<file path="config.mk">
export PLATFORM = sky130hd
export DESIGN_NAME = sccb_config_master_flat
export DESIGN_NICKNAME = d
export VERILOG_FILES = /design/src/rtl/sccb_config_master_if.sv /design/src/rtl/sccb_config_master.sv /design/src/flat_wrapper.sv
export SDC_FILE = /design/constraint.sdc
export NUM_CORES = 1
export LEC_CHECK = 0
export ABC_AREA = 1
export CORE_MARGIN = 2
export CORE_UTILIZATION = 46
export CTS_CLUSTER_SIZE = 14
export DETAILED_ROUTE_END_ITERATION = 12
export PLACE_DENSITY = 0.69
export SLEW_MARGIN = 10
export SYNTH_ARGS = -nofsm -noshare
export SYNTH_HDL_FRONTEND = slang
export SYNTH_SLANG_ARGS = --single-unit
</file>
<file path="constraint.sdc">
create_clock -name clk -period 2.2 [get_ports clk]
set_clock_uncertainty 0.15 [all_clocks]
set_input_delay 0.33 -clock clk [delete_from_list [all_inputs] [get_ports clk]]
set_output_delay 0.33 -clock clk [all_outputs]
set_load 0.1 [all_outputs]
</file>
<file path="src/rtl/sccb_config_master_if.sv">
// Bundles the ROM read port, the SCCB pads and run control/status of the
// SCCB configuration master.
interface sccb_config_master_if #(
  parameter int ROM_ADDR_W = 8
);
  logic                  start;
  logic [ROM_ADDR_W-1:0] rom_addr;
  logic [15:0]           rom_data;
  logic                  scl_o;
  logic                  sda_oe;
  logic                  sda_i;
  logic                  busy;
  logic                  done;
  logic                  nack_err;
  logic [ROM_ADDR_W-1:0] write_count;

  modport master (
    input  start, rom_data, sda_i,
    output rom_addr, scl_o, sda_oe, busy, done, nack_err, write_count
  );

  modport slave (
    output start, rom_data, sda_i,
    input  rom_addr, scl_o, sda_oe, busy, done, nack_err, write_count
  );
endinterface

</file>
<file path="src/rtl/sccb_config_master.sv">
// SCCB (I2C-compatible) write master: walks a ROM register table and issues a
// 3-byte write (device ID, register address, data) per entry.
module sccb_config_master #(
  parameter int          CLK_DIV      = 250,
  parameter logic [7:0]  DEV_ADDR     = 8'h42,
  parameter int          ROM_ADDR_W   = 8,
  parameter logic [15:0] END_MARKER   = 16'hFFFF,
  parameter logic [15:0] DELAY_MARKER = 16'hFFF0,
  parameter int          DELAY_CYCLES = 1_000_000,
  parameter bit          ACK_CHECK    = 1'b1
) (
  input  logic                 clk,
  input  logic                 reset,
  sccb_config_master_if.master bus
);
  localparam int DIV_W = $clog2(CLK_DIV);
  localparam int DLY_W = $clog2(DELAY_CYCLES + 1);
  localparam logic [DIV_W-1:0]      DIV_LAST  = DIV_W'(CLK_DIV - 1);
  localparam logic [DLY_W-1:0]      DLY_LAST  = DLY_W'(DELAY_CYCLES - 1);
  localparam logic [ROM_ADDR_W-1:0] ADDR_LAST = {ROM_ADDR_W{1'b1}};

  typedef enum logic [3:0] {
    S_IDLE  = 4'd0, S_FETCH = 4'd1, S_DECODE = 4'd2, S_DELAY = 4'd3,
    S_START = 4'd4, S_BIT   = 4'd5, S_ACK    = 4'd6, S_STOP  = 4'd7,
    S_GAP   = 4'd8, S_DONE  = 4'd9, S_ERROR  = 4'd10
  } state_t;

  state_t                state_r, state_s;
  logic [DIV_W-1:0]      div_r, div_s;
  logic [1:0]            qtr_r, qtr_s;
  logic [2:0]            bit_r, bit_s;
  logic [1:0]            byte_r, byte_s;
  logic [DLY_W-1:0]      dly_r, dly_s;
  logic [7:0]            reg_addr_r, reg_addr_s, reg_data_r, reg_data_s, tx_byte_s;
  logic [ROM_ADDR_W-1:0] rom_addr_r, rom_addr_s, write_count_r, write_count_s;
  logic                  nack_err_r, nack_err_s, busy_r, busy_s, done_r, done_s;
  logic                  scl_r, scl_s, sda_oe_r, sda_oe_s;
  logic                  on_bus_s, tick_s;

  assign on_bus_s = state_r inside {S_START, S_BIT, S_ACK, S_STOP, S_GAP};
  assign tick_s   = on_bus_s && (div_r == DIV_LAST);

  // Next-state and datapath updates; bus phases only advance on quarter ticks.
  always_comb begin
    state_s       = state_r;
    qtr_s         = qtr_r;
    bit_s         = bit_r;
    byte_s        = byte_r;
    dly_s         = dly_r;
    reg_addr_s    = reg_addr_r;
    reg_data_s    = reg_data_r;
    rom_addr_s    = rom_addr_r;
    write_count_s = write_count_r;
    nack_err_s    = nack_err_r;
    if (on_bus_s && !tick_s) begin
      div_s = div_r + 1'b1;
    end else begin
      div_s = {DIV_W{1'b0}};
    end
    case (state_r)
      S_IDLE: begin
        if (bus.start) begin
          rom_addr_s    = {ROM_ADDR_W{1'b0}};
          write_count_s = {ROM_ADDR_W{1'b0}};
          nack_err_s    = 1'b0;
          state_s       = S_FETCH;
        end else begin
          state_s = S_IDLE;
        end
      end
      S_FETCH: state_s = S_DECODE;
      S_DECODE: begin
        if (bus.rom_data == END_MARKER) begin
          state_s = S_DONE;
        end else if (bus.rom_data == DELAY_MARKER) begin
          dly_s   = {DLY_W{1'b0}};
          state_s = S_DELAY;
        end else begin
          reg_addr_s = bus.rom_data[15:8];
          reg_data_s = bus.rom_data[7:0];
          byte_s     = 2'd0;
          bit_s      = 3'd7;
          qtr_s      = 2'd0;
          state_s    = S_START;
        end
      end
      S_DELAY: begin
        if (dly_r != DLY_LAST) begin
          dly_s = dly_r + 1'b1;
        end else if (rom_addr_r == ADDR_LAST) begin
          state_s = S_DONE;
        end else begin
          rom_addr_s = rom_addr_r + 1'b1;
          state_s    = S_FETCH;
        end
      end
      S_START: begin
        if (!tick_s) begin
          qtr_s = qtr_r;
        end else if (qtr_r == 2'd1) begin
          qtr_s   = 2'd0;
          bit_s   = 3'd7;
          state_s = S_BIT;
        end else begin
          qtr_s = qtr_r + 2'd1;
        end
      end
      S_BIT: begin
        if (!tick_s) begin
          qtr_s = qtr_r;
        end else if (qtr_r != 2'd3) begin
          qtr_s = qtr_r + 2'd1;
        end else if (bit_r == 3'd0) begin
          qtr_s   = 2'd0;
          state_s = S_ACK;
        end else begin
          qtr_s = 2'd0;
          bit_s = bit_r - 3'd1;
        end
      end
      S_ACK: begin
        // A NACK is latched at the end of Q2; the ACK clock still completes.
        if (!tick_s) begin
          qtr_s = qtr_r;
        end else if (qtr_r == 2'd2) begin
          qtr_s = 2'd3;
          if (ACK_CHECK && bus.sda_i) begin
            nack_err_s = 1'b1;
          end else begin
            nack_err_s = nack_err_r;
          end
        end else if (qtr_r != 2'd3) begin
          qtr_s = qtr_r + 2'd1;
        end else if (nack_err_r || (byte_r == 2'd2)) begin
          qtr_s   = 2'd0;
          state_s = S_STOP;
        end else begin
          qtr_s   = 2'd0;
          bit_s   = 3'd7;
          byte_s  = byte_r + 2'd1;
          state_s = S_BIT;
        end
      end
      S_STOP: begin
        if (!tick_s) begin
          qtr_s = qtr_r;
        end else if (qtr_r == 2'd2) begin
          qtr_s   = 2'd0;
          state_s = nack_err_r ? S_ERROR : S_GAP;
        end else begin
          qtr_s = qtr_r + 2'd1;
        end
      end
      S_GAP: begin
        if (!tick_s) begin
          qtr_s = qtr_r;
        end else if (qtr_r != 2'd3) begin
          qtr_s = qtr_r + 2'd1;
        end else if (rom_addr_r == ADDR_LAST) begin
          qtr_s         = 2'd0;
          write_count_s = write_count_r + 1'b1;
          state_s       = S_DONE;
        end else begin
          qtr_s         = 2'd0;
          write_count_s = write_count_r + 1'b1;
          rom_addr_s    = rom_addr_r + 1'b1;
          state_s       = S_FETCH;
        end
      end
      S_DONE:  state_s = S_IDLE;
      S_ERROR: state_s = S_IDLE;
      default: state_s = S_IDLE;
    endcase
  end

  // Pad levels and status derived from the next state so outputs are registered.
  always_comb begin
    scl_s    = 1'b1;
    sda_oe_s = 1'b0;
    case (byte_s)
      2'd0:    tx_byte_s = DEV_ADDR;
      2'd1:    tx_byte_s = reg_addr_s;
      default: tx_byte_s = reg_data_s;
    endcase
    case (state_s)
      S_START: sda_oe_s = (qtr_s == 2'd1);
      S_BIT: begin
        scl_s    = qtr_s[1];
        sda_oe_s = ~tx_byte_s[bit_s];
      end
      S_ACK:   scl_s = qtr_s[1];
      S_STOP: begin
        scl_s    = (qtr_s != 2'd0);
        sda_oe_s = (qtr_s != 2'd2);
      end
      default: begin
        scl_s    = 1'b1;
        sda_oe_s = 1'b0;
      end
    endcase
    busy_s = state_s inside {S_FETCH, S_DECODE, S_DELAY, S_START, S_BIT,
                             S_ACK, S_STOP, S_GAP};
    done_s = (state_s == S_DONE);
  end

  // State and output registers; reset releases the bus immediately.
  always_ff @(posedge clk or posedge reset) begin
    if (reset) begin
      state_r       <= S_IDLE;
      div_r         <= {DIV_W{1'b0}};
      qtr_r         <= 2'd0;
      bit_r         <= 3'd0;
      byte_r        <= 2'd0;
      dly_r         <= {DLY_W{1'b0}};
      reg_addr_r    <= 8'd0;
      reg_data_r    <= 8'd0;
      rom_addr_r    <= {ROM_ADDR_W{1'b0}};
      write_count_r <= {ROM_ADDR_W{1'b0}};
      nack_err_r    <= 1'b0;
      busy_r        <= 1'b0;
      done_r        <= 1'b0;
      scl_r         <= 1'b1;
      sda_oe_r      <= 1'b0;
    end else begin
      state_r       <= state_s;
      div_r         <= div_s;
      qtr_r         <= qtr_s;
      bit_r         <= bit_s;
      byte_r        <= byte_s;
      dly_r         <= dly_s;
      reg_addr_r    <= reg_addr_s;
      reg_data_r    <= reg_data_s;
      rom_addr_r    <= rom_addr_s;
      write_count_r <= write_count_s;
      nack_err_r    <= nack_err_s;
      busy_r        <= busy_s;
      done_r        <= done_s;
      scl_r         <= scl_s;
      sda_oe_r      <= sda_oe_s;
    end
  end

  assign bus.rom_addr    = rom_addr_r;
  assign bus.scl_o       = scl_r;
  assign bus.sda_oe      = sda_oe_r;
  assign bus.busy        = busy_r;
  assign bus.done        = done_r;
  assign bus.nack_err    = nack_err_r;
  assign bus.write_count = write_count_r;
endmodule

</file>
<file path="src/flat_wrapper.sv">
// flat-port wrapper written by rule: the top's interface ports become plain ports
module sccb_config_master_flat 
#(
  parameter int          CLK_DIV      = 250,
  parameter logic [7:0]  DEV_ADDR     = 8'h42,
  parameter int          ROM_ADDR_W   = 8,
  parameter logic [15:0] END_MARKER   = 16'hFFFF,
  parameter logic [15:0] DELAY_MARKER = 16'hFFF0,
  parameter int          DELAY_CYCLES = 1_000_000,
  parameter bit          ACK_CHECK    = 1'b1
)
  (clk, reset, bus_start, bus_rom_data, bus_sda_i, bus_rom_addr, bus_scl_o, bus_sda_oe, bus_busy, bus_done, bus_nack_err, bus_write_count);
  sccb_config_master_if #(.ROM_ADDR_W(ROM_ADDR_W)) bus_i ();
  input  logic clk;
  input  logic reset;
  input wire logic [$bits(bus_i.start)-1:0] bus_start;
  input wire logic [$bits(bus_i.rom_data)-1:0] bus_rom_data;
  input wire logic [$bits(bus_i.sda_i)-1:0] bus_sda_i;
  output wire logic [$bits(bus_i.rom_addr)-1:0] bus_rom_addr;
  output wire logic [$bits(bus_i.scl_o)-1:0] bus_scl_o;
  output wire logic [$bits(bus_i.sda_oe)-1:0] bus_sda_oe;
  output wire logic [$bits(bus_i.busy)-1:0] bus_busy;
  output wire logic [$bits(bus_i.done)-1:0] bus_done;
  output wire logic [$bits(bus_i.nack_err)-1:0] bus_nack_err;
  output wire logic [$bits(bus_i.write_count)-1:0] bus_write_count;
  assign bus_i.start = bus_start;
  assign bus_i.rom_data = bus_rom_data;
  assign bus_i.sda_i = bus_sda_i;
  assign bus_rom_addr = bus_i.rom_addr;
  assign bus_scl_o = bus_i.scl_o;
  assign bus_sda_oe = bus_i.sda_oe;
  assign bus_busy = bus_i.busy;
  assign bus_done = bus_i.done;
  assign bus_nack_err = bus_i.nack_err;
  assign bus_write_count = bus_i.write_count;
  sccb_config_master #(.CLK_DIV(CLK_DIV), .DEV_ADDR(DEV_ADDR), .ROM_ADDR_W(ROM_ADDR_W), .END_MARKER(END_MARKER), .DELAY_MARKER(DELAY_MARKER), .DELAY_CYCLES(DELAY_CYCLES), .ACK_CHECK(ACK_CHECK)) u_core (.clk(clk), .reset(reset), .bus(bus_i));
endmodule
</file>
; Word level (Yosys, flattened, before mapping)
; Index checks and enable logic that the tools add are counted.
[totals]
regBits = 76
out_inout_bits = 21
word_cells = 163
[op_classes]
addsub = 7
order_cmp = 1
n_eq_ne = 39
muxes = 80
n_bitwise = 1
reduce_logical = 20
[op_table]
columns = operator, count
row1 = $mux 8, 14
row2 = $mux 20, 3
row3 = $mux 4, 15
row4 = $pmux 20 s2, 1
row5 = $mux 2, 18
row6 = $mux 3, 12
row7 = $pmux 4 s9, 1
row8 = $eq 16x16->1 const B, 2
row9 = $eq 4x3->1 const B, 8
row10 = $pmux 8 s2, 2
row11 = $add 8x1->8 const B, 3
row12 = $pmux 8 s3, 1
row13 = $add 20x1->20 const B, 1
row14 = $ne 20x20->1 const B, 1
row15 = $eq 4x2->1 const B, 4
row16 = $eq 8x8->1 const B, 2
row17 = $ne 2x2->1 const B, 8
row18 = $eq 4x4->1 const B, 3
row19 = $pmux 3 s4, 1
row20 = $pmux 2 s5, 1
row21 = $reduce_and 5->1, 2
row22 = $eq 4x1->1 const B, 2
row23 = $ne 2x1->1 const B, 4
row24 = $reduce_and 4->1, 2
row25 = 22 further kinds, 37

; Longest topological paths before layout
; Gate-level depths: netlist of run 1.
[logic_depth]
word_depth = 13
mapped_depth = 19
depth_no_buf = 19

; Worst setup path before layout of run 1
; No wires, ideal clock.
[synth_timing]
path_type = reg2reg
start = register u_core.rom_addr_r[1] (netlist: u_core.bus.rom_addr[1])
end = register u_core.rom_addr_r[5] (netlist: u_core.bus.rom_addr[5])
setup_ps = 120
arrival_ps = 2401
t_required_ps = 1930
path_slack_ps = -470
path_stages_with_launch = 11
synth_period_minus_slack_ps = 2670
cell_sequence = dfrtp_1 -> ha_1 -> nand3_1 -> nor2_1 -> nand2_1 -> nor2_1 -> a21oi_1 -> nand3_1 -> inv_2 -> a31o_2 -> and3_1
[synth_between]
elab_chain_cells = 5
word_cells_on_any_way = 7
classes_between = 1 x add/sub / 1 x eq/ne / 5 x mux
[synth_rtl]
columns = item, line_no
row1 = start: declaration, sccb_config_master.sv:35  ; logic [ROM_ADDR_W-1:0] rom_addr_r, rom_addr_s, write_count_r, write_count_s;
row2 = start signal: assignment, sccb_config_master.sv:217  ; rom_addr_r <= {ROM_ADDR_W{1'b0}};
row3 = start signal: assignment, sccb_config_master.sv:233  ; rom_addr_r <= rom_addr_s;
row4 = $add 8x1->8 / $eq 8x8->1 (equally long branches), -
row5 = $mux 8 *, "sccb_config_master.sv:90, sccb_config_master.sv:159"
row6 = $mux 8, sccb_config_master.sv:157  ; end else if (qtr_r != 2'd3) begin
row7 = $mux 8, sccb_config_master.sv:155  ; if (!tick_s) begin
row8 = $pmux 8 s3 *, sccb_config_master.sv:60  ; case (state_r)
; Every way passes the cells marked *; elsewhere a longest branch is shown, timed or not. The select of a mux whose other input is x is not followed.
; A chain may end at the register's enable or synchronous reset.

; Worst setup path after layout of run 1
[layout_timing]
start = register u_core.dly_r[1]
end = register u_core.sda_oe_r (netlist: u_core.bus.sda_oe)
[layout_between]
elab_chain_cells = 5
word_cells_on_any_way = 7
classes_between = 4 x eq/ne / 3 x mux
[layout_rtl]
columns = item, line_no
row1 = start: declaration, sccb_config_master.sv:33  ; logic [DLY_W-1:0] dly_r, dly_s;
row2 = start signal: assignment, sccb_config_master.sv:214  ; dly_r <= {DLY_W{1'b0}};
row3 = start signal: assignment, sccb_config_master.sv:230  ; dly_r <= dly_s;
row4 = $ne 20x20->1 *, sccb_config_master.sv:88  ; if (dly_r != DLY_LAST) begin
row5 = $mux 4 *, sccb_config_master.sv:88
row6 = $pmux 4 s9 *, sccb_config_master.sv:60
row7 = via u_core.state_s[1], sccb_config_master.sv:28  ; state_t state_r, state_s;
row8 = $eq 4x3->1, sccb_config_master.sv:185  ; case (state_s)
row9 = $pmux 1 s3 *, sccb_config_master.sv:185
row10 = via u_core.sda_oe_s, sccb_config_master.sv:37  ; logic scl_r, scl_s, sda_oe_r, sda_oe_s;
row11 = end signal: assignment, sccb_config_master.sv:239  ; sda_oe_r <= sda_oe_s;
row12 = end: declaration, sccb_config_master.sv:37
; Mark *: on every way through the listed nets, which the timed path passes. The rest lies on a longest branch.

==> flow_summary.json, run 1 <==
{
  "routed-via-count": 4796,
  "finalPower_uw": 7040,
  "startpoint": "u_core.dly_r[1]",
  "via_per_inst": 5.22,
  "ir_drop_v": 0.000586,
  "cts_inserted_buffers": 9,
  "finalCritPeriodShare_pct": 111,
  "critPathKind": "reg -> reg",
  "cts_tree": "built",
  "grt_pass1_wl_um": 19600,
  "reg2reg_depth": 15,
  "relSlewSlack_pct": 58.3,
  "cts_sinks": 76,
  "cp_max_fo": 3,
  "worstPathRequired_ns": 2.37,
  "htree_num_levels": 3,
  "path_delay_family": "simple AND/OR/NAND/NOR gates",
  "path_depth": 15,
  "max_freq_ghz": 0.408,
  "synthesis.nets": 631,
  "wl_per_cell_um": 14.6,
  "ant_nets": 0,
  "coreArea_sq_um": 9640,
  "regArea_sq_um": 1920,
  "drcViolationCount": 0,
  "clockRootBuffer": "clkbuf_8",
  "synth_cell_types": 42,
  "wirelength_um": 13400,
  "rows": 36,
  "die_area_sq_um": 10600,
  "slowest_stage": "dfrtp_1",
  "crit_top_cell": "nand2_4",
  "maxCapViolCount": 0,
  "startpoint_type": "flip-flop",
  "fill_cells": 768,
  "crit_buf_inv": 1,
  "insertion_delay_ns": 0.38,
  "grt_usage_pct": 23.7,
  "violations": "negative setup slack",
  "dp.final_hpwl_um": 8790,
  "diodes": 0,
  "syn_area_sq_um": 4490,
  "worst_pin_slew_ns": 0.619,
  "yosys_warnings": 0,
  "die_w_um": 103,
  "synthCells": 597,
  "end_kind": "flip-flop",
  "placed_cells": 871,
  "io_buffers": 40,
  "cts_buffer_depth": 2,
  "power_density_nw_per_um2": 1020,
  "drive_gt1_share_pct": 40.0,
  "gp_congestion": 0.910,
  "hold_class": "in -> async",
  "die_y_um": 103,
  "async_reset_ff_share_pct": 100,
  "syn-mean-instance-area_sq_um": 7.52,
  "finalWorstSetupSlack_ns": -0.251,
  "synth_edf_count": 0,
  "reg2reg_from": "u_core.dly_r[1]",
  "nNetsFinal": 814,
  "drv_slew": 0,
  "cp.arrival_ns": 2.62,
  "drt_pass1_iterations": 5,
  "path_clk_slew_ns": 0.09,
  "synth_ff_type": "dfrtp_1",
  "status": "finished with violations",
  "setup-violations-final": 31,
  "finalHoldViolCount": 0,
  "seq_area_frac_synth_pct": 42.4,
  "multi_input_area_sq_um": 2650,
  "synth-seq-cells": 76,
  "critPathMaxStageDelay_ns": 0.38,
  "start_util_pct": 46.5,
  "initialDrtViolationCount": 186,
  "finalCriticalPeriod_ns": 2.45,
  "p_leak_uw": 0.00352,
  "rsz0062_at_grt": "true",
  "crit_chain": "ha_2, nand2_2, inv_2, nand2_4, nor4_4, nand3_2, nand2_4, nand2_4, nor3_4, nand2_2, nor2_4, nand2_1, nor2_1, nor2_1, nand2_1",
  "grt_max_degree": 28,
  "antenna_found_initial": 0,
  "num_io_pins": 41,
  "synthToLayoutAreaGrowth_pct": 53.8,
  "grt_overflow": 0,
  "fin_cells": 918,
  "first_global_vias": 4495
}
cell families (layout without fill, tap and decap cells):
group,Yosys count,in the layout,synth area share [%]
AO/OA/AOI/OAI,84,84,10.5
XOR/XNOR,5,5,0.976
adder cells (fa/ha/maj),14,14,3.90
buffers and inverters,110,298,9.56
flip-flops,76,76,42.4
multiplexers,1,1,0.251
AND/OR/NAND/NOR,307,307,32.3
layer usage:
layer  GRT usage (%)  vias to the layer above  wire length (um)
met4            8.20                        0               319
met5               0                        -                 0
met2            41.4                      162              6870
li1                -                     2305                 -
met1            29.1                     2294              5560
met3            5.29                       35               685
layout make-up:
cell class / instances / share of cell area, %
Clock buffer: 9 / 1.80
Timing Repair Buffer: 177 / 21.7
Tap cell: 133 / 2.41
Multi-Input combinational cell: 411 / 38.4
Clock inverter: 7 / 1.80
Sequential cell: 76 / 27.8
Inverter: 105 / 6.11
final timing paths:
check                                                 end  slack [ns]
worst min-delay path               u_core.bus.rom_addr[3]        0.13
worst min register to register  u_core.bus.write_count[7]        0.33
worst max register to register          u_core.bus.sda_oe       -0.25
worst max-delay path                    u_core.bus.sda_oe       -0.25
min in group clk                     u_core.reg_addr_r[6]        0.20
max in group asynchronous             u_core.bus.nack_err        1.25
cell usage in the layout, fill, tap and decap left out, types with 5 or more instances in the layout:
cell type,Yosys,routed
buf_12,0,5
nor2_2,4,15
inv_2,6,11
dfrtp_1,75,69
a21oi_1,21,11
nand2_2,2,19
nand4_1,12,12
nor3_1,18,9
nand3_2,3,8
a21oi_2,0,10
nand2_1,136,113
o21ai_0,41,23
ha_1,14,11
buf_4,0,136
o21ai_1,2,14
o21a_1,6,6
nor3_4,1,5
inv_1,99,87
dlygate4sd2_1,0,12
nand3_1,45,37
nor3_2,1,6
nor2_1,58,37
buf_6,0,17
nand2_4,3,9
clkbuf_8,0,9
nor2_4,4,14
o21ai_2,0,6
cell usage after synthesis (6+ instances only):
master	count	area, sq um
nor3_1	18	90.1
o21a_1	6	45.0
nand3_1	45	225
inv_1	99	372
a21oi_1	21	105
nand4_1	12	75.1
inv_2	6	22.5
nand2_1	136	510
o21ai_0	41	205
dfrtp_1	75	1880
ha_1	14	175
nor2_1	58	218
nor4_1	6	37.5
through the flow:
step	hold WS, ns	setup TNS [ns]	area, sq um	setup slack, ns	util, %
2_1_floorplan	0.311	-0.119	4510	-0.0619	-
3_3_place_gp	0.307	-8.73	5830	-0.487	60.4
3_5_place_dp	0.318	-10.50	5830	-0.548	60.4
4_1_cts	0.145	-0.508	6370	-0.123	66.1
5_1_grt	0.154	-6.79	6900	-0.347	71.6
6_report	0.130	-2.94	6900	-0.251	71.6
registers in the layout, indices dropped and copies added, names as in the netlist, 2 cells and up:
| register | count |
|---|---|
| u_core.byte_r | 2 |
| u_core.reg_addr_r | 8 |
| u_core.state_r | 4 |
| u_core.reg_data_r | 8 |
| u_core.div_r | 8 |
| u_core.qtr_r | 2 |
| u_core.bit_r | 3 |
| u_core.dly_r | 20 |
| u_core.bus.write_count | 8 |
| u_core.bus.rom_addr | 8 |
where the power goes:
part           internal, uW  total (uW)  switching, uW
logic                  1610        3800           2200
clock network           761        1350            591
registers              1710        1880            169
total                  4080        7040           2960
timing repair:
action	4_1_cts	5_1_grt
resized for setup	63	124
pin swaps	26	59
hold buffers	0	0
buffers inserted	15	23
endpoints found under the hold margin	0	0
endpoints found under the setup margin	24	37
Power figures use the tool's default switching activity.
==> run 2: changes to the inputs <==
CORE_UTILIZATION = 50   (was 46)
GPL_TIMING_DRIVEN = 1   (was unset)
PLACE_DENSITY = 0.74   (was 0.69)
==> flow_summary.json, run 2 (synthesis results as in run 1) <==
{
  "status": "finished with violations",
  "violations": "negative setup slack",
  "fin_cells": 874,
  "finalCriticalPeriod_ns": 2.40,
  "cts_buffer_depth": 2,
  "hold_class": "in -> reg",
  "cts_inserted_buffers": 9,
  "p_leak_uw": 0.00342,
  "io_buffers": 40,
  "critPathMaxStageDelay_ns": 0.39,
  "ant_nets": 0,
  "grt_usage_pct": 25.4,
  "routed-via-count": 4596,
  "via_per_inst": 5.26,
  "placed_cells": 832,
  "power_density_nw_per_um2": 990,
  "diodes": 0,
  "startpoint_type": "flip-flop",
  "hold_ws_ns": 0.111,
  "critPathKind": "reg -> reg",
  "rows": 34,
  "path_clk_slew_ns": 0.09,
  "drv_slew": 0,
  "slowest_stage": "dfrtp_1",
  "htree_num_levels": 3,
  "gp_congestion": 0.962,
  "place_ws_ns": -0.490,
  "crit_buf_inv": 2,
  "synthToLayoutAreaGrowth_pct": 44.7,
  "finalPower_uw": 6430,
  "clockRootBuffer": "clkbuf_8",
  "wl_per_cell_um": 14.4,
  "crit_chain": "inv_1, ha_1, nand3b_1, nor2_4, nand2_4, nor2_4, inv_1, o21ai_2, nand4_2, nor2_2, nand2_1, nor2_1, nor2_1, nand2_1",
  "wirelength_um": 12600,
  "cp.arrival_ns": 2.56,
  "coreArea_sq_um": 8720,
  "finalWorstSetupSlack_ns": -0.202,
  "reg2reg_from": "u_core.div_r[1]",
  "dp.final_hpwl_um": 8790,
  "antenna_found_initial": 0,
  "maxCapViolCount": 0,
  "layout_common_cells": "buf_4 (130), nand2_1 (116), inv_1 (86)",
  "ir_drop_v": 0.000580,
  "rsz0062_at_grt": "true",
  "initialDrtViolationCount": 225,
  "holdPathEnd": "u_core.reg_addr_r[2]",
  "setup-violations-final": 18,
  "finalCritPeriodShare_pct": 109,
  "first_global_vias": 4520,
  "hold_depth": 2,
  "drcViolationCount": 0,
  "cp_max_fo": 6,
  "num_io_pins": 41,
  "worst_r2r_endpoint": "u_core.bus.sda_oe",
  "path_delay_family": "simple AND/OR/NAND/NOR gates",
  "die_area_sq_um": 9750,
  "grt_overflow": 0,
  "relSlewSlack_pct": 61.2,
  "worst_pin_slew_ns": 0.576,
  "fill_cells": 642,
  "cts_tree": "built",
  "drive_gt1_share_pct": 34.6,
  "worstPathRequired_ns": 2.36,
  "finalHoldViolCount": 0,
  "layout_commonest_cell": "buf_4",
  "largest_reg_flops": 20,
  "die_w_um": 98.7,
  "grt_pass1_wl_um": 20100,
  "holdCritStartpoint": "bus_rom_data[10]",
  "nNetsFinal": 795,
  "grt_max_degree": 33,
  "reg2reg_depth": 14,
  "top_register": "u_core.dly_r",
  "rrSetupSlack_ns": -0.20,
  "die_y_um": 98.7,
  "max_freq_ghz": 0.416,
  "end_kind": "flip-flop",
  "start_util_pct": 51.4,
  "insertion_delay_ns": 0.37,
  "cts_sinks": 76,
  "drt_pass1_iterations": 5,
  "cts-hold-fix-buffers": 0
}
-- run 2: how the worst max path moves through the flow --
stage                      from                         to  slack [ns]  cells after the start
3_3_place_gp   bus_rom_data[15]          u_core.bus.sda_oe       -0.41                     21
2_1_floorplan   u_core.qtr_r[0]          u_core.bus.sda_oe       -0.06                     19
4_1_cts         u_core.div_r[1]  u_core.bus.write_count[7]       -0.16                     16
6_report        u_core.div_r[1]          u_core.bus.sda_oe       -0.20                     14
5_1_grt         u_core.div_r[1]          u_core.bus.sda_oe       -0.37                     14
3_5_place_dp   bus_rom_data[12]          u_core.bus.sda_oe       -0.49                     21
-- run 2: routing by layer --
| metal | global-route usage (%) | routed length (um) |
|---|---|---|
| met5 | 0 | 0 |
| met4 | 9.48 | 301 |
| met3 | 3.83 | 575 |
| met2 | 45.3 | 6550 |
| met1 | 31.2 | 5170 |
-- run 2: where the power goes --
part	leakage, uW	switching (uW)	internal [uW]
sequential	0.000945	165	1710
clock	0.0000984	607	542
combinational	0.00238	2020	1380
-- run 2: cell type report --
class	instances	area (sq um)	share of cell area (%)
clock buffer	9	124	1.91
clock inverter	7	82.6	1.27
inverter	105	412	6.34
multi-input combinational	412	2510	38.7
sequential	76	1920	29.5
tap	108	135	2.08
timing repair buffer	157	1310	20.2
-- run 2: timing repair --
item,in CTS,in global routing
cloned,0,1
gates resized for setup,22,105
setup endpoints to repair,23,38
pin swaps,11,26
buffers inserted,7,18
-- run 2: per-stage QoR --
stage | util [%] | TNS [ns] | area, sq um
4_1_cts | 69.1 | -0.986 | 6020
3_5_place_dp | 65.1 | -8.44 | 5680
5_1_grt | 74.5 | -5.35 | 6490
2_1_floorplan | - | -0.119 | 4510
3_3_place_gp | 65.1 | -5.67 | 5680
6_report | 74.5 | -1.66 | 6490
==> run 3: changes to the inputs <==
CORE_MARGIN = 8   (was 2)
GPL_TIMING_DRIVEN = 0   (was 1)
==> flow_summary.json, run 3 (synthesis results as in run 1) <==
{
  "drive_gt1_share_pct": 31.3,
  "cp_max_fo": 4,
  "pwr-share-clk_pct": 17.9,
  "gp_congestion": 0.898,
  "grt_overflow": 0,
  "ir_drop_v": 0.000701,
  "cts-hold-fix-buffers": 0,
  "cts_buffer_depth": 2,
  "wl_per_cell_um": 15.8,
  "initialDrtViolationCount": 225,
  "p_leak_uw": 0.00315,
  "violations": "negative setup slack",
  "finalWorstSetupSlack_ns": -0.325,
  "setup-violations-final": 30,
  "cts_sinks": 76,
  "fill_cells": 657,
  "die_y_um": 111,
  "critPathKind": "reg -> reg",
  "start_util_pct": 51.4,
  "startpoint_type": "flip-flop",
  "crit_buf_inv": 4,
  "relSlewSlack_pct": 36.0,
  "synthToLayoutAreaGrowth_pct": 40.4,
  "max_freq_ghz": 0.396,
  "diodes": 0,
  "power_frac_seq_pct": 29.7,
  "netSwitchingFraction_pct": 45.5,
  "grt_max_degree": 30,
  "insertion_delay_ns": 0.36,
  "status": "finished with violations",
  "die_w_um": 111,
  "routed-via-count": 4512,
  "drv_slew": 0,
  "first_global_vias": 4223,
  "worst_pin_slew_ns": 0.964,
  "finalCriticalPeriod_ns": 2.52,
  "top_register": "u_core.dly_r",
  "finalHoldViolCount": 0,
  "totalNegativeSetupSlack_ns": -3.88,
  "wirelength_um": 13000,
  "nNetsFinal": 739,
  "rsz0062_at_grt": "true",
  "antenna_found_initial": 0,
  "grt_pass1_wl_um": 19100,
  "grt_usage_pct": 18.2,
  "coreArea_sq_um": 8720,
  "p_int_uw": 3490,
  "maxCapViolCount": 0,
  "critPathMaxStageDelay_ns": 0.40,
  "hold_class": "in -> async",
  "drcViolationCount": 0,
  "clockRootBuffer": "clkbuf_8",
  "path_clk_slew_ns": 0.09,
  "layout_commonest_cell": "nand2_1",
  "die_area_sq_um": 12300,
  "htree_num_levels": 3,
  "largest_reg_flops": 20,
  "finalCritPeriodShare_pct": 115,
  "switching_power_uw": 2910,
  "layout_common_cells": "nand2_1 (110), inv_1 (87), dfrtp_1 (66)",
  "slowest_stage": "dfrtp_1",
  "via_per_inst": 5.52,
  "worstPathRequired_ns": 2.33,
  "end_kind": "flip-flop",
  "crit_chain": "inv_1, ha_2, nand3b_1, nor2_4, buf_6, nand2_4, nand2_4, o31ai_4, buf_4, a21oi_2, nand3_2, inv_4, nand4_1, nor2_1, nor2_1, nor2_1",
  "drt_pass1_iterations": 5,
  "ant_nets": 0,
  "cts_tree": "built",
  "dp.final_hpwl_um": 8030,
  "power_frac_comb_pct": 52.4,
  "cp.arrival_ns": 2.65,
  "crit_top_cell": "nor2_1",
  "cts_inserted_buffers": 9,
  "io_buffers": 40,
  "power_density_nw_per_um2": 1020,
  "num_io_pins": 41,
  "rows": 34,
  "hold_ws_ns": 0.197,
  "path_delay_family": "simple AND/OR/NAND/NOR gates"
}
[run 3: cell count changes in the layout (fill, tap and decap cells not counted), sizes merged]
| cell | before | now |
|---|---|---|
| clkinv | 1 | 2 |
| dlygate4sd2 | 0 | 36 |
| clkbuf | 9 | 10 |
| inv | 106 | 104 |
| buf | 138 | 62 |
| clkdlybuf4s15 | 0 | 1 |
| dlymetal6s2s | 16 | 0 |
| nand2 | 142 | 141 |
[run 3: worst reg2reg max path: stages, from the launching register on]
cell	delay, ns
dfrtp_1	0.40
inv_1	0.07
ha_2	0.15
nand3b_1	0.14
nor2_4	0.26
buf_6	0.15
nand2_4	0.05
nand2_4	0.08
o31ai_4	0.09
buf_4	0.15
a21oi_2	0.11
nand3_2	0.12
inv_4	0.08
nand4_1	0.14
nor2_1	0.16
nor2_1	0.05
nor2_1	0.10
[run 3: power by group through the flow]
stage / combinational [uW] / sequential (uW) / clock (uW)
CTS: 2710 / 1900 / 1160
global placement: 2310 / 1920 / 0
detailed placement: 2360 / 1930 / 0
floorplan: 1530 / 2170 / 0
finish: 3350 / 1900 / 1150
global route: 3630 / 1930 / 1230
[run 3: path summary, 6_finish.rpt]
path / slack, ns / cells after the start / to / from
worst max-delay path: -0.32 / 16 / u_core.bus.rom_addr[7] / u_core.div_r[1]
worst max register to register: -0.32 / 16 / u_core.bus.rom_addr[7] / u_core.div_r[1]
worst min-delay path: 0.20 / 2 / u_core.dly_r[5] / reset
min in group clk: 0.23 / 2 / u_core.reg_addr_r[2] / bus_rom_data[10]
max in group asynchronous: 1.13 / 3 / u_core.bus.scl_o / reset
worst min register to register: 0.32 / 1 / u_core.bus.write_count[7] / u_core.bus.write_count[7]
[run 3: layout make-up]
cell class | instances | area [sq um] | area share (%)
multi-input combinational | 411 | 2700 | 42.9
sequential | 76 | 1920 | 30.5
timing repair buffer | 97 | 878 | 13.9
inverter | 105 | 417 | 6.61
clock buffer | 10 | 138 | 2.18
tap | 108 | 135 | 2.14
clock inverter | 6 | 71.3 | 1.13
buffer | 5 | 37.5 | 0.596
[run 3: per-layer routing]
metal | global-route usage, % | part of all wire, % | up-vias
li1 | - | - | 2149
met4 | 7.84 | 2.7 | 0
met5 | 0 | 0 | -
met1 | 22.0 | 42 | 2161
met3 | 4.17 | 5.7 | 43
met2 | 30.4 | 50 | 159
[run 3: timing repair]
item	CTS	global route
setup endpoints to repair	56	37
pin swaps	23	58
resized for setup	98	114
setup buffers	27	30
[run 3: stage by stage]
stage | utilization [%] | setup slack (ns) | total power, uW | instance area, sq um | std cells
2_1_floorplan | - | -0.0619 | 3700 | 4510 | 597
3_3_place_gp | 57.9 | -0.693 | 4230 | 5050 | 745
3_5_place_dp | 58.4 | -0.683 | 4290 | 5090 | 747
4_1_cts | 65.1 | -0.229 | 5760 | 5670 | 790
5_1_grt | 72.2 | -0.432 | 6790 | 6300 | 818
6_report | 72.2 | -0.325 | 6400 | 6300 | 818
